--- config.mk ---
export PLATFORM = sky130hd
export DESIGN_NAME = axi4_arb2
export DESIGN_NICKNAME = d
export VERILOG_FILES = /design/src/rtl/axi4_arb_pkg.sv /design/src/rtl/axi4_arb_rr2.sv /design/src/rtl/axi4_arb2.sv
export SDC_FILE = /design/constraint.sdc
export NUM_CORES = 1
export LEC_CHECK = 0
export CAP_MARGIN = 20
export CORE_AREA = 5 5 213 215
export CTS_CLUSTER_DIAMETER = 150
export DETAILED_ROUTE_END_ITERATION = 10
export DIE_AREA = 0 0 218 220
export GPL_ROUTABILITY_DRIVEN = 0
export GPL_TIMING_DRIVEN = 0
export PLACE_DENSITY = 0.33
export SYNTH_ARGS = -nofsm -noshare
export SYNTH_HDL_FRONTEND = slang
export SYNTH_SLANG_ARGS = --single-unit
--- constraint.sdc ---
create_clock -name clk_i -period 2.85 [get_ports clk_i]
set_input_delay 0.285 -clock clk_i [delete_from_list [all_inputs] [get_ports clk_i]]
set_output_delay 0.285 -clock clk_i [all_outputs]
set_load 0.005 [all_outputs]
--- src/rtl/axi4_arb_pkg.sv ---
// Shared definitions for the two-master AXI4 arbiter.
//   - Fabric widths (address, data, ID, burst length).
//   - State encodings for the independent write and read FSMs.
package axi4_arb_pkg;

    localparam int ADDR_W = 32;
    localparam int DATA_W = 32;
    localparam int ID_W   = 4;
    localparam int LEN_W  = 8;

    typedef enum logic [1:0] {
        W_IDLE = 2'd0,
        W_ADDR = 2'd1,
        W_DATA = 2'd2,
        W_RESP = 2'd3
    } wstate_e;

    typedef enum logic [1:0] {
        R_IDLE = 2'd0,
        R_ADDR = 2'd1,
        R_DATA = 2'd2
    } rstate_e;

endpackage

--- src/rtl/axi4_arb_rr2.sv ---
// Two-way combinational request picker.
// Ports:
//   req_i        - request from master 0 (bit 0) and master 1 (bit 1)
//   last_i       - index of the master that won the previous arbitration
//   fixed_prio_i - 1: master 0 always wins a tie; 0: alternate on ties
//   winner_o     - index of the chosen master (don't-care when req_i == 0)
module axi4_arb_rr2 (
    input  logic [1:0] req_i,
    input  logic       last_i,
    input  logic       fixed_prio_i,
    output logic       winner_o
);

    always_comb begin
        winner_o = 1'b0;
        case (req_i)
            2'b10:   winner_o = 1'b1;
            // Tie: hand the grant to whoever did not win last time.
            2'b11:   winner_o = fixed_prio_i ? 1'b0 : ~last_i;
            default: winner_o = 1'b0;
        endcase
    end

endmodule

--- src/rtl/axi4_arb2.sv ---
// Two-master to one-slave AXI4 arbiter. Write and read paths are arbitrated
// independently, each allowing a single outstanding transaction so that
// responses route back by grant alone (no ID remapping).
// Ports:
//   clk_i, rst_ni  - clock, asynchronous active-low reset
//   inport0_*      - master 0 AXI4 bundle (AW, W, B, AR, R)
//   inport1_*      - master 1 AXI4 bundle, same shape
//   outport_*      - downstream AXI4 bundle toward the slave
// Parameter:
//   FIXED_PRIO     - 0: round-robin on ties; 1: master 0 always wins ties
module axi4_arb2
    import axi4_arb_pkg::*;
#(
    parameter int unsigned FIXED_PRIO = 0
) (
    input  logic              clk_i,
    input  logic              rst_ni,

    // master 0
    input  logic              inport0_awvalid_i,
    input  logic [ADDR_W-1:0] inport0_awaddr_i,
    input  logic [ID_W-1:0]   inport0_awid_i,
    input  logic [LEN_W-1:0]  inport0_awlen_i,
    input  logic [1:0]        inport0_awburst_i,
    output logic              inport0_awready_o,
    input  logic              inport0_wvalid_i,
    input  logic [DATA_W-1:0] inport0_wdata_i,
    input  logic [3:0]        inport0_wstrb_i,
    input  logic              inport0_wlast_i,
    output logic              inport0_wready_o,
    output logic              inport0_bvalid_o,
    output logic [1:0]        inport0_bresp_o,
    output logic [ID_W-1:0]   inport0_bid_o,
    input  logic              inport0_bready_i,
    input  logic              inport0_arvalid_i,
    input  logic [ADDR_W-1:0] inport0_araddr_i,
    input  logic [ID_W-1:0]   inport0_arid_i,
    input  logic [LEN_W-1:0]  inport0_arlen_i,
    input  logic [1:0]        inport0_arburst_i,
    output logic              inport0_arready_o,
    output logic              inport0_rvalid_o,
    output logic [DATA_W-1:0] inport0_rdata_o,
    output logic [1:0]        inport0_rresp_o,
    output logic [ID_W-1:0]   inport0_rid_o,
    output logic              inport0_rlast_o,
    input  logic              inport0_rready_i,

    // master 1
    input  logic              inport1_awvalid_i,
    input  logic [ADDR_W-1:0] inport1_awaddr_i,
    input  logic [ID_W-1:0]   inport1_awid_i,
    input  logic [LEN_W-1:0]  inport1_awlen_i,
    input  logic [1:0]        inport1_awburst_i,
    output logic              inport1_awready_o,
    input  logic              inport1_wvalid_i,
    input  logic [DATA_W-1:0] inport1_wdata_i,
    input  logic [3:0]        inport1_wstrb_i,
    input  logic              inport1_wlast_i,
    output logic              inport1_wready_o,
    output logic              inport1_bvalid_o,
    output logic [1:0]        inport1_bresp_o,
    output logic [ID_W-1:0]   inport1_bid_o,
    input  logic              inport1_bready_i,
    input  logic              inport1_arvalid_i,
    input  logic [ADDR_W-1:0] inport1_araddr_i,
    input  logic [ID_W-1:0]   inport1_arid_i,
    input  logic [LEN_W-1:0]  inport1_arlen_i,
    input  logic [1:0]        inport1_arburst_i,
    output logic              inport1_arready_o,
    output logic              inport1_rvalid_o,
    output logic [DATA_W-1:0] inport1_rdata_o,
    output logic [1:0]        inport1_rresp_o,
    output logic [ID_W-1:0]   inport1_rid_o,
    output logic              inport1_rlast_o,
    input  logic              inport1_rready_i,

    // downstream slave
    output logic              outport_awvalid_o,
    output logic [ADDR_W-1:0] outport_awaddr_o,
    output logic [ID_W-1:0]   outport_awid_o,
    output logic [LEN_W-1:0]  outport_awlen_o,
    output logic [1:0]        outport_awburst_o,
    input  logic              outport_awready_i,
    output logic              outport_wvalid_o,
    output logic [DATA_W-1:0] outport_wdata_o,
    output logic [3:0]        outport_wstrb_o,
    output logic              outport_wlast_o,
    input  logic              outport_wready_i,
    input  logic              outport_bvalid_i,
    input  logic [1:0]        outport_bresp_i,
    input  logic [ID_W-1:0]   outport_bid_i,
    output logic              outport_bready_o,
    output logic              outport_arvalid_o,
    output logic [ADDR_W-1:0] outport_araddr_o,
    output logic [ID_W-1:0]   outport_arid_o,
    output logic [LEN_W-1:0]  outport_arlen_o,
    output logic [1:0]        outport_arburst_o,
    input  logic              outport_arready_i,
    input  logic              outport_rvalid_i,
    input  logic [DATA_W-1:0] outport_rdata_i,
    input  logic [1:0]        outport_rresp_i,
    input  logic [ID_W-1:0]   outport_rid_i,
    input  logic              outport_rlast_i,
    output logic              outport_rready_o
);

    wstate_e wstate_q, wstate_d;
    rstate_e rstate_q, rstate_d;
    logic    wgrant_q, wgrant_d;
    logic    rgrant_q, rgrant_d;
    // Index of the master that completed the previous transaction on each path.
    logic    wwin_q, wwin_d;
    logic    rwin_q, rwin_d;

    logic    w_winner, r_winner;

    // Granted master's handshake signals, selected once for reuse below.
    logic    aw_valid_sel, w_valid_sel, w_last_sel, b_ready_sel;
    logic    ar_valid_sel, r_ready_sel;

    axi4_arb_rr2 u_wpick (
        .req_i        ({inport1_awvalid_i, inport0_awvalid_i}),
        .last_i       (wwin_q),
        .fixed_prio_i (FIXED_PRIO != 0),
        .winner_o     (w_winner)
    );

    axi4_arb_rr2 u_rpick (
        .req_i        ({inport1_arvalid_i, inport0_arvalid_i}),
        .last_i       (rwin_q),
        .fixed_prio_i (FIXED_PRIO != 0),
        .winner_o     (r_winner)
    );

    assign aw_valid_sel = wgrant_q ? inport1_awvalid_i : inport0_awvalid_i;
    assign w_valid_sel  = wgrant_q ? inport1_wvalid_i  : inport0_wvalid_i;
    assign w_last_sel   = wgrant_q ? inport1_wlast_i   : inport0_wlast_i;
    assign b_ready_sel  = wgrant_q ? inport1_bready_i  : inport0_bready_i;
    assign ar_valid_sel = rgrant_q ? inport1_arvalid_i : inport0_arvalid_i;
    assign r_ready_sel  = rgrant_q ? inport1_rready_i  : inport0_rready_i;

    // Payload muxes: don't-care while the matching valid is low.
    assign outport_awaddr_o  = wgrant_q ? inport1_awaddr_i  : inport0_awaddr_i;
    assign outport_awid_o    = wgrant_q ? inport1_awid_i    : inport0_awid_i;
    assign outport_awlen_o   = wgrant_q ? inport1_awlen_i   : inport0_awlen_i;
    assign outport_awburst_o = wgrant_q ? inport1_awburst_i : inport0_awburst_i;
    assign outport_wdata_o   = wgrant_q ? inport1_wdata_i   : inport0_wdata_i;
    assign outport_wstrb_o   = wgrant_q ? inport1_wstrb_i   : inport0_wstrb_i;
    assign outport_wlast_o   = w_last_sel;
    assign outport_araddr_o  = rgrant_q ? inport1_araddr_i  : inport0_araddr_i;
    assign outport_arid_o    = rgrant_q ? inport1_arid_i    : inport0_arid_i;
    assign outport_arlen_o   = rgrant_q ? inport1_arlen_i   : inport0_arlen_i;
    assign outport_arburst_o = rgrant_q ? inport1_arburst_i : inport0_arburst_i;

    // Response payload fans out to both masters; only bvalid/rvalid are gated.
    assign inport0_bresp_o = outport_bresp_i;
    assign inport0_bid_o   = outport_bid_i;
    assign inport1_bresp_o = outport_bresp_i;
    assign inport1_bid_o   = outport_bid_i;
    assign inport0_rdata_o = outport_rdata_i;
    assign inport0_rresp_o = outport_rresp_i;
    assign inport0_rid_o   = outport_rid_i;
    assign inport0_rlast_o = outport_rlast_i;
    assign inport1_rdata_o = outport_rdata_i;
    assign inport1_rresp_o = outport_rresp_i;
    assign inport1_rid_o   = outport_rid_i;
    assign inport1_rlast_o = outport_rlast_i;

    // Last-winner registers reset to 1 so master 0 takes the first tie.
    always_ff @(posedge clk_i or negedge rst_ni) begin
        if (!rst_ni) begin
            wstate_q <= W_IDLE;
            rstate_q <= R_IDLE;
            wgrant_q <= 1'b0;
            rgrant_q <= 1'b0;
            wwin_q   <= 1'b1;
            rwin_q   <= 1'b1;
        end else begin
            wstate_q <= wstate_d;
            rstate_q <= rstate_d;
            wgrant_q <= wgrant_d;
            rgrant_q <= rgrant_d;
            wwin_q   <= wwin_d;
            rwin_q   <= rwin_d;
        end
    end

    // Write path FSM: all handshake outputs default low so a stray B is held off.
    always_comb begin
        wstate_d          = wstate_q;
        wgrant_d          = wgrant_q;
        wwin_d            = wwin_q;
        outport_awvalid_o = 1'b0;
        outport_wvalid_o  = 1'b0;
        outport_bready_o  = 1'b0;
        inport0_awready_o = 1'b0;
        inport1_awready_o = 1'b0;
        inport0_wready_o  = 1'b0;
        inport1_wready_o  = 1'b0;
        inport0_bvalid_o  = 1'b0;
        inport1_bvalid_o  = 1'b0;
        case (wstate_q)
            W_IDLE: begin
                if (inport0_awvalid_i || inport1_awvalid_i) begin
                    wgrant_d = w_winner;
                    wstate_d = W_ADDR;
                end
            end
            W_ADDR: begin
                outport_awvalid_o = aw_valid_sel;
                inport0_awready_o = ~wgrant_q & outport_awready_i;
                inport1_awready_o =  wgrant_q & outport_awready_i;
                if (aw_valid_sel && outport_awready_i) wstate_d = W_DATA;
            end
            W_DATA: begin
                outport_wvalid_o  = w_valid_sel;
                inport0_wready_o  = ~wgrant_q & outport_wready_i;
                inport1_wready_o  =  wgrant_q & outport_wready_i;
                // Burst length is not counted; wlast alone closes the burst.
                if (w_valid_sel && outport_wready_i && w_last_sel) wstate_d = W_RESP;
            end
            W_RESP: begin
                outport_bready_o  = b_ready_sel;
                inport0_bvalid_o  = ~wgrant_q & outport_bvalid_i;
                inport1_bvalid_o  =  wgrant_q & outport_bvalid_i;
                if (outport_bvalid_i && b_ready_sel) begin
                    wwin_d   = wgrant_q;
                    wstate_d = W_IDLE;
                end
            end
            default: wstate_d = W_IDLE;
        endcase
    end

    // Read path FSM: independent of the write path.
    always_comb begin
        rstate_d          = rstate_q;
        rgrant_d          = rgrant_q;
        rwin_d            = rwin_q;
        outport_arvalid_o = 1'b0;
        outport_rready_o  = 1'b0;
        inport0_arready_o = 1'b0;
        inport1_arready_o = 1'b0;
        inport0_rvalid_o  = 1'b0;
        inport1_rvalid_o  = 1'b0;
        case (rstate_q)
            R_IDLE: begin
                if (inport0_arvalid_i || inport1_arvalid_i) begin
                    rgrant_d = r_winner;
                    rstate_d = R_ADDR;
                end
            end
            R_ADDR: begin
                outport_arvalid_o = ar_valid_sel;
                inport0_arready_o = ~rgrant_q & outport_arready_i;
                inport1_arready_o =  rgrant_q & outport_arready_i;
                if (ar_valid_sel && outport_arready_i) rstate_d = R_DATA;
            end
            R_DATA: begin
                outport_rready_o  = r_ready_sel;
                inport0_rvalid_o  = ~rgrant_q & outport_rvalid_i;
                inport1_rvalid_o  =  rgrant_q & outport_rvalid_i;
                if (outport_rvalid_i && r_ready_sel && outport_rlast_i) begin
                    rwin_d   = rgrant_q;
                    rstate_d = R_IDLE;
                end
            end
            default: rstate_d = R_IDLE;
        endcase
    end

endmodule

==> Implementation_results.wiki, run 1 <==
{| class="wikitable"
! Metric !! Value
|-
| Worst hold path class || in2async
|-
| Adder and majority gate portion of the synthesized area || 0.0217
|-
| Critical-path maximum fanout || 10
|-
| Net Count, Synth || 635
|-
| Y dimension of the die || 220 um
|-
| Reg-to-reg critical path startpoint || wstate_q[1]$_DFFE_PN0P_
|-
| Max Transition Viols Final || 0
|-
| Path type of the worst setup path || reg2out
|-
| Total setup violations reported at the end of the flow || 0
|-
| CTS tree || done
|-
| Root buffer cell || sky130_fd_sc_hd__clkbuf_16
|-
| Critical path required time || 2.57 ns
|-
| Vias in the first global route || 4,215
|-
| Share of synthesized cell area in and, or, nand and nor gates || 0.0766
|-
| Worst reg-to-reg path cell count || 6
|-
| XOR/XNOR share of the synthesized area || 0
|-
| Top FF cell, synth || sky130_fd_sc_hd__dfrtp_1
|-
| Cell area after synthesis || 2880 um^2
|-
| RSZ-0062 raised after global routing || no
|-
| Post-Layout Cell Count || 1,416
|-
| Warnings, synthesis || 0
|-
| Average cell area after synthesis || 9.28 um^2
|-
| Post-Route Hold Slack || 0.365 ns
|-
| CTS Hold Bufs || 0
|-
| Worst reg2reg path endpoint || wstate_q[1]$_DFFE_PN0P_
|-
| Fraction of registers with async set or reset after synthesis || 1.00
|-
| Dominant cell type by count on the critical path || sky130_fd_sc_hd__buf_2
|-
| Number of vias per cell after detailed routing || 2.91
|-
| Top post-synthesis cells by area || sky130_fd_sc_hd__mux2_2 51%, sky130_fd_sc_hd__buf_4 26%, sky130_fd_sc_hd__dfrtp_1 5.2%, sky130_fd_sc_hd__ha_1 2.2%, sky130_fd_sc_hd__dfstp_2 1.8%
|-
| Total gr overflow || 0
|-
| Proportion of layout cells with a drive suffix above 1 || 0.296
|-
| Fraction of the mapped netlist area in compound gates || 0.0204
|-
| Number of clock buffers inserted by TritonCTS || 3
|-
| Worst Tran Pin Value || 0.436 ns
|-
| Type of origin of the critical path || register
|-
| Average routed wire per standard cell || 17.0 um
|-
| Seq cells post-synth || 8
|-
| DRC violations left || 0
|-
| Combinational family with the most area after synthesis || multiplexers
|-
| Slowest stage cell, crit path || sky130_fd_sc_hd__clkdlybuf4s50_1
|-
| Area of placed instances || 8710 um^2
|-
| Leakage power figure || 3.32 nW
|-
| Most frequent cells in the layout || 509 x sky130_fd_sc_hd__clkdlybuf4s50_1, 131 x sky130_fd_sc_hd__mux2_2, 98 x sky130_fd_sc_hd__buf_4
|-
| Number of antenna violations at the first check in global routing || 3
|-
| Pwr per Cell Area || 493 nW/um^2
|-
| Register-to-register setup slack || 1.28 ns
|-
| Total vias in the final route || 4,122
|-
| First drt pass iteration count || 4
|-
| Clock transition at the registers of the reported paths || 0.04 ns
|-
| Peak supply drop || 0.142 mV
|-
| Setup clock skew after layout || 0.000252 ns
|-
| Number of enable flip-flop cells after synthesis || 0
|-
| Maximum clock frequency || 0.387 GHz
|-
| DRC violation total after the first TritonRoute iteration || 63
|-
| Fraction of synthesized area in multiplexers || 0.534
|-
| Detail Route Antenna Nets || 0
|-
| Worst slew margin relative to its limit || 0.708
|-
| Setup Total Neg Slack || 0 ns
|-
| WP data arrival || 2.30 ns
|-
| Initial cell density of the core || 0.0661
|-
| Number of buffers inserted by port buffering || 509
|-
| Post-cts repair resize count || 0
|-
| Total wire length || 24,100 um
|-
| Setup Buffers After CTS || 0
|-
| Non-Filler Cell Area, Final || 8790 um^2
|-
| Core Area || 43,500 um^2
|-
| Worst skew pair latency || 0.23 ns
|-
| # IOs || 554
|-
| Die Footprint || 48,000 um^2
|-
| Number of hold-slack violations in the final timing report || 0
|-
| Global-route wire length before repair || 31,200 um
|-
| Number of unique standard cell types used by synthesis || 29
|-
| CTS Sinks || 8
|-
| Final net count || 1,149
|-
| Number of violations of the max-capacitance limit || 0
|-
| Total number of H-tree levels || 1
|-
| Outcome || finished, final reports clean
|-
| Share of the cycle needed by the critical path after routing || 0.908
|-
| Layout-stage area growth over the synthesis result || 206%
|-
| Start point of the critical path || wgrant_q$_DFFE_PN0P_
|-
| Synth top area share || 0.513
|-
| Chip Width || 218 um
|-
| Maximum number of pins on one net before global-route repair || 11
|-
| Largest incremental delay on the critical path || 0.50 ns
|-
| Worst setup path endpoint || outport_wstrb_o[2]
|-
| Standard-cell row count || 77
|-
| Cell accounting for the most synthesized area || sky130_fd_sc_hd__mux2_2
|-
| Most frequent standard cell in the layout excluding fill and tap cells || sky130_fd_sc_hd__clkdlybuf4s50_1
|-
| Critical Path, Cell by Cell || buf_4 -> buf_2 -> buf_2 -> mux2_2 -> clkdlybuf4s50_1
|-
| GRT Resource Usage Total || 0.0869
|-
| Total placed cells including tap cells || 1,411
|-
| Synthesized instance count || 310
|-
| Share of synthesized area occupied by flip-flops and latches || 0.0705
|-
| Endpoint class of the critical path || output port
|-
| Clock Tree Buf Depth || 2
|-
| HPWL after DPL || 22,300 um
|-
| Final Critical Period || 2.59 ns
|}
-- kinds of logic after synthesis --
logic type,Yosys count
multiplexers,137
buffers and inverters,111
AND/OR/NAND/NOR,40
AO/OA/AOI/OAI,9
flip-flops,8
adder cells (fa/ha/maj),5
-- synthesized netlist by cell type, types with 2 or more instances --
cell type and count:
sky130_fd_sc_hd__a21oi_1 3, sky130_fd_sc_hd__a32o_1 2, sky130_fd_sc_hd__and3_1 3, sky130_fd_sc_hd__buf_2 9, sky130_fd_sc_hd__buf_4 98, sky130_fd_sc_hd__dfrtp_1 6
sky130_fd_sc_hd__dfstp_2 2, sky130_fd_sc_hd__ha_1 5, sky130_fd_sc_hd__inv_1 3, sky130_fd_sc_hd__mux2_2 131, sky130_fd_sc_hd__mux2i_1 5, sky130_fd_sc_hd__nand2_1 10
sky130_fd_sc_hd__nand3_1 2, sky130_fd_sc_hd__nand4_1 2, sky130_fd_sc_hd__nand4b_1 2, sky130_fd_sc_hd__nor2_1 7, sky130_fd_sc_hd__nor2b_1 4, sky130_fd_sc_hd__nor3_1 3
sky130_fd_sc_hd__nor3b_1 3
-- worst min-delay path by stage --
stage	depth (start not counted)	endpoint	slack, ns	start
after floorplan	0	rgrant_q$_DFFE_PN0P_	-0.01	rst_ni
after global placement	2	wwin_q$_DFFE_PN1P_	0.55	wwin_q$_DFFE_PN1P_
after detailed placement	2	wwin_q$_DFFE_PN1P_	0.54	wwin_q$_DFFE_PN1P_
after CTS	1	wstate_q[1]$_DFFE_PN0P_	0.40	rst_ni
after global routing	1	wstate_q[1]$_DFFE_PN0P_	0.41	rst_ni
final	1	wstate_q[1]$_DFFE_PN0P_	0.37	rst_ni
-- critical path, delay by kind of cell (launching register included) --
| family | cells | cell delay (ns) |
|---|---|---|
| buffers and inverters | 4 | 1.36 |
| flip-flops | 1 | 0.31 |
| multiplexers | 1 | 0.39 |
-- where the power goes --
part	internal, W	total (W)	switching, W
sequential	0.000175	0.000217	0.0000421
combinational	0.00248	0.00388	0.00140
clock	0.000181	0.000239	0.0000573
-- cell type report --
cell class / instances / area, um^2
Fill cell: 4840 / 34800
Timing Repair Buffer: 509 / 5090
Multi-Input combinational cell: 191 / 1880
Buffer: 108 / 785
Tap cell: 592 / 741
Sequential cell: 8 / 203
Clock buffer: 3 / 75.1
Inverter: 3 / 11.3
Antenna cell: 2 / 5.00
-- metrics by stage --
stage	setup slack, ns	total power, W	util
final	0.263	0.00434	0.202
after global routing	0.0946	0.00466	0.202
after CTS	0.119	0.00448	0.202
after detailed placement	0.372	0.00422	0.200
after global placement	0.393	0.00427	0.200
after floorplan	1.40	0.00192	-
-- routing by layer --
layer,vias up,part of all wire,GRT usage
met5,-,0.00054,0
li1,2026,-,-
met1,1885,0.33,0.0867
met3,10,0.085,0.0256
met2,199,0.58,0.180
met4,2,0.0062,0.0100
-- sequential cells by signal, indices dropped and copies added, names as in the netlist --
name	flops
rgrant_q	1
rwin_q	1
rstate_q	2
wgrant_q	1
wstate_q	2
wwin_q	1
Power figures use the tool's default switching activity.
==> run 2: changes to the inputs <==
CAP_MARGIN = 25   (was 20)
==> results of run 2 <==
Final layout, timing and power as in run 1 (identical DEF).
==> run 3: changes to the inputs <==
ABC_CLOCK_PERIOD_IN_PS = 2850   (was default)
==> results of run 3 <==
Final layout, timing and power as in run 1 (identical DEF).
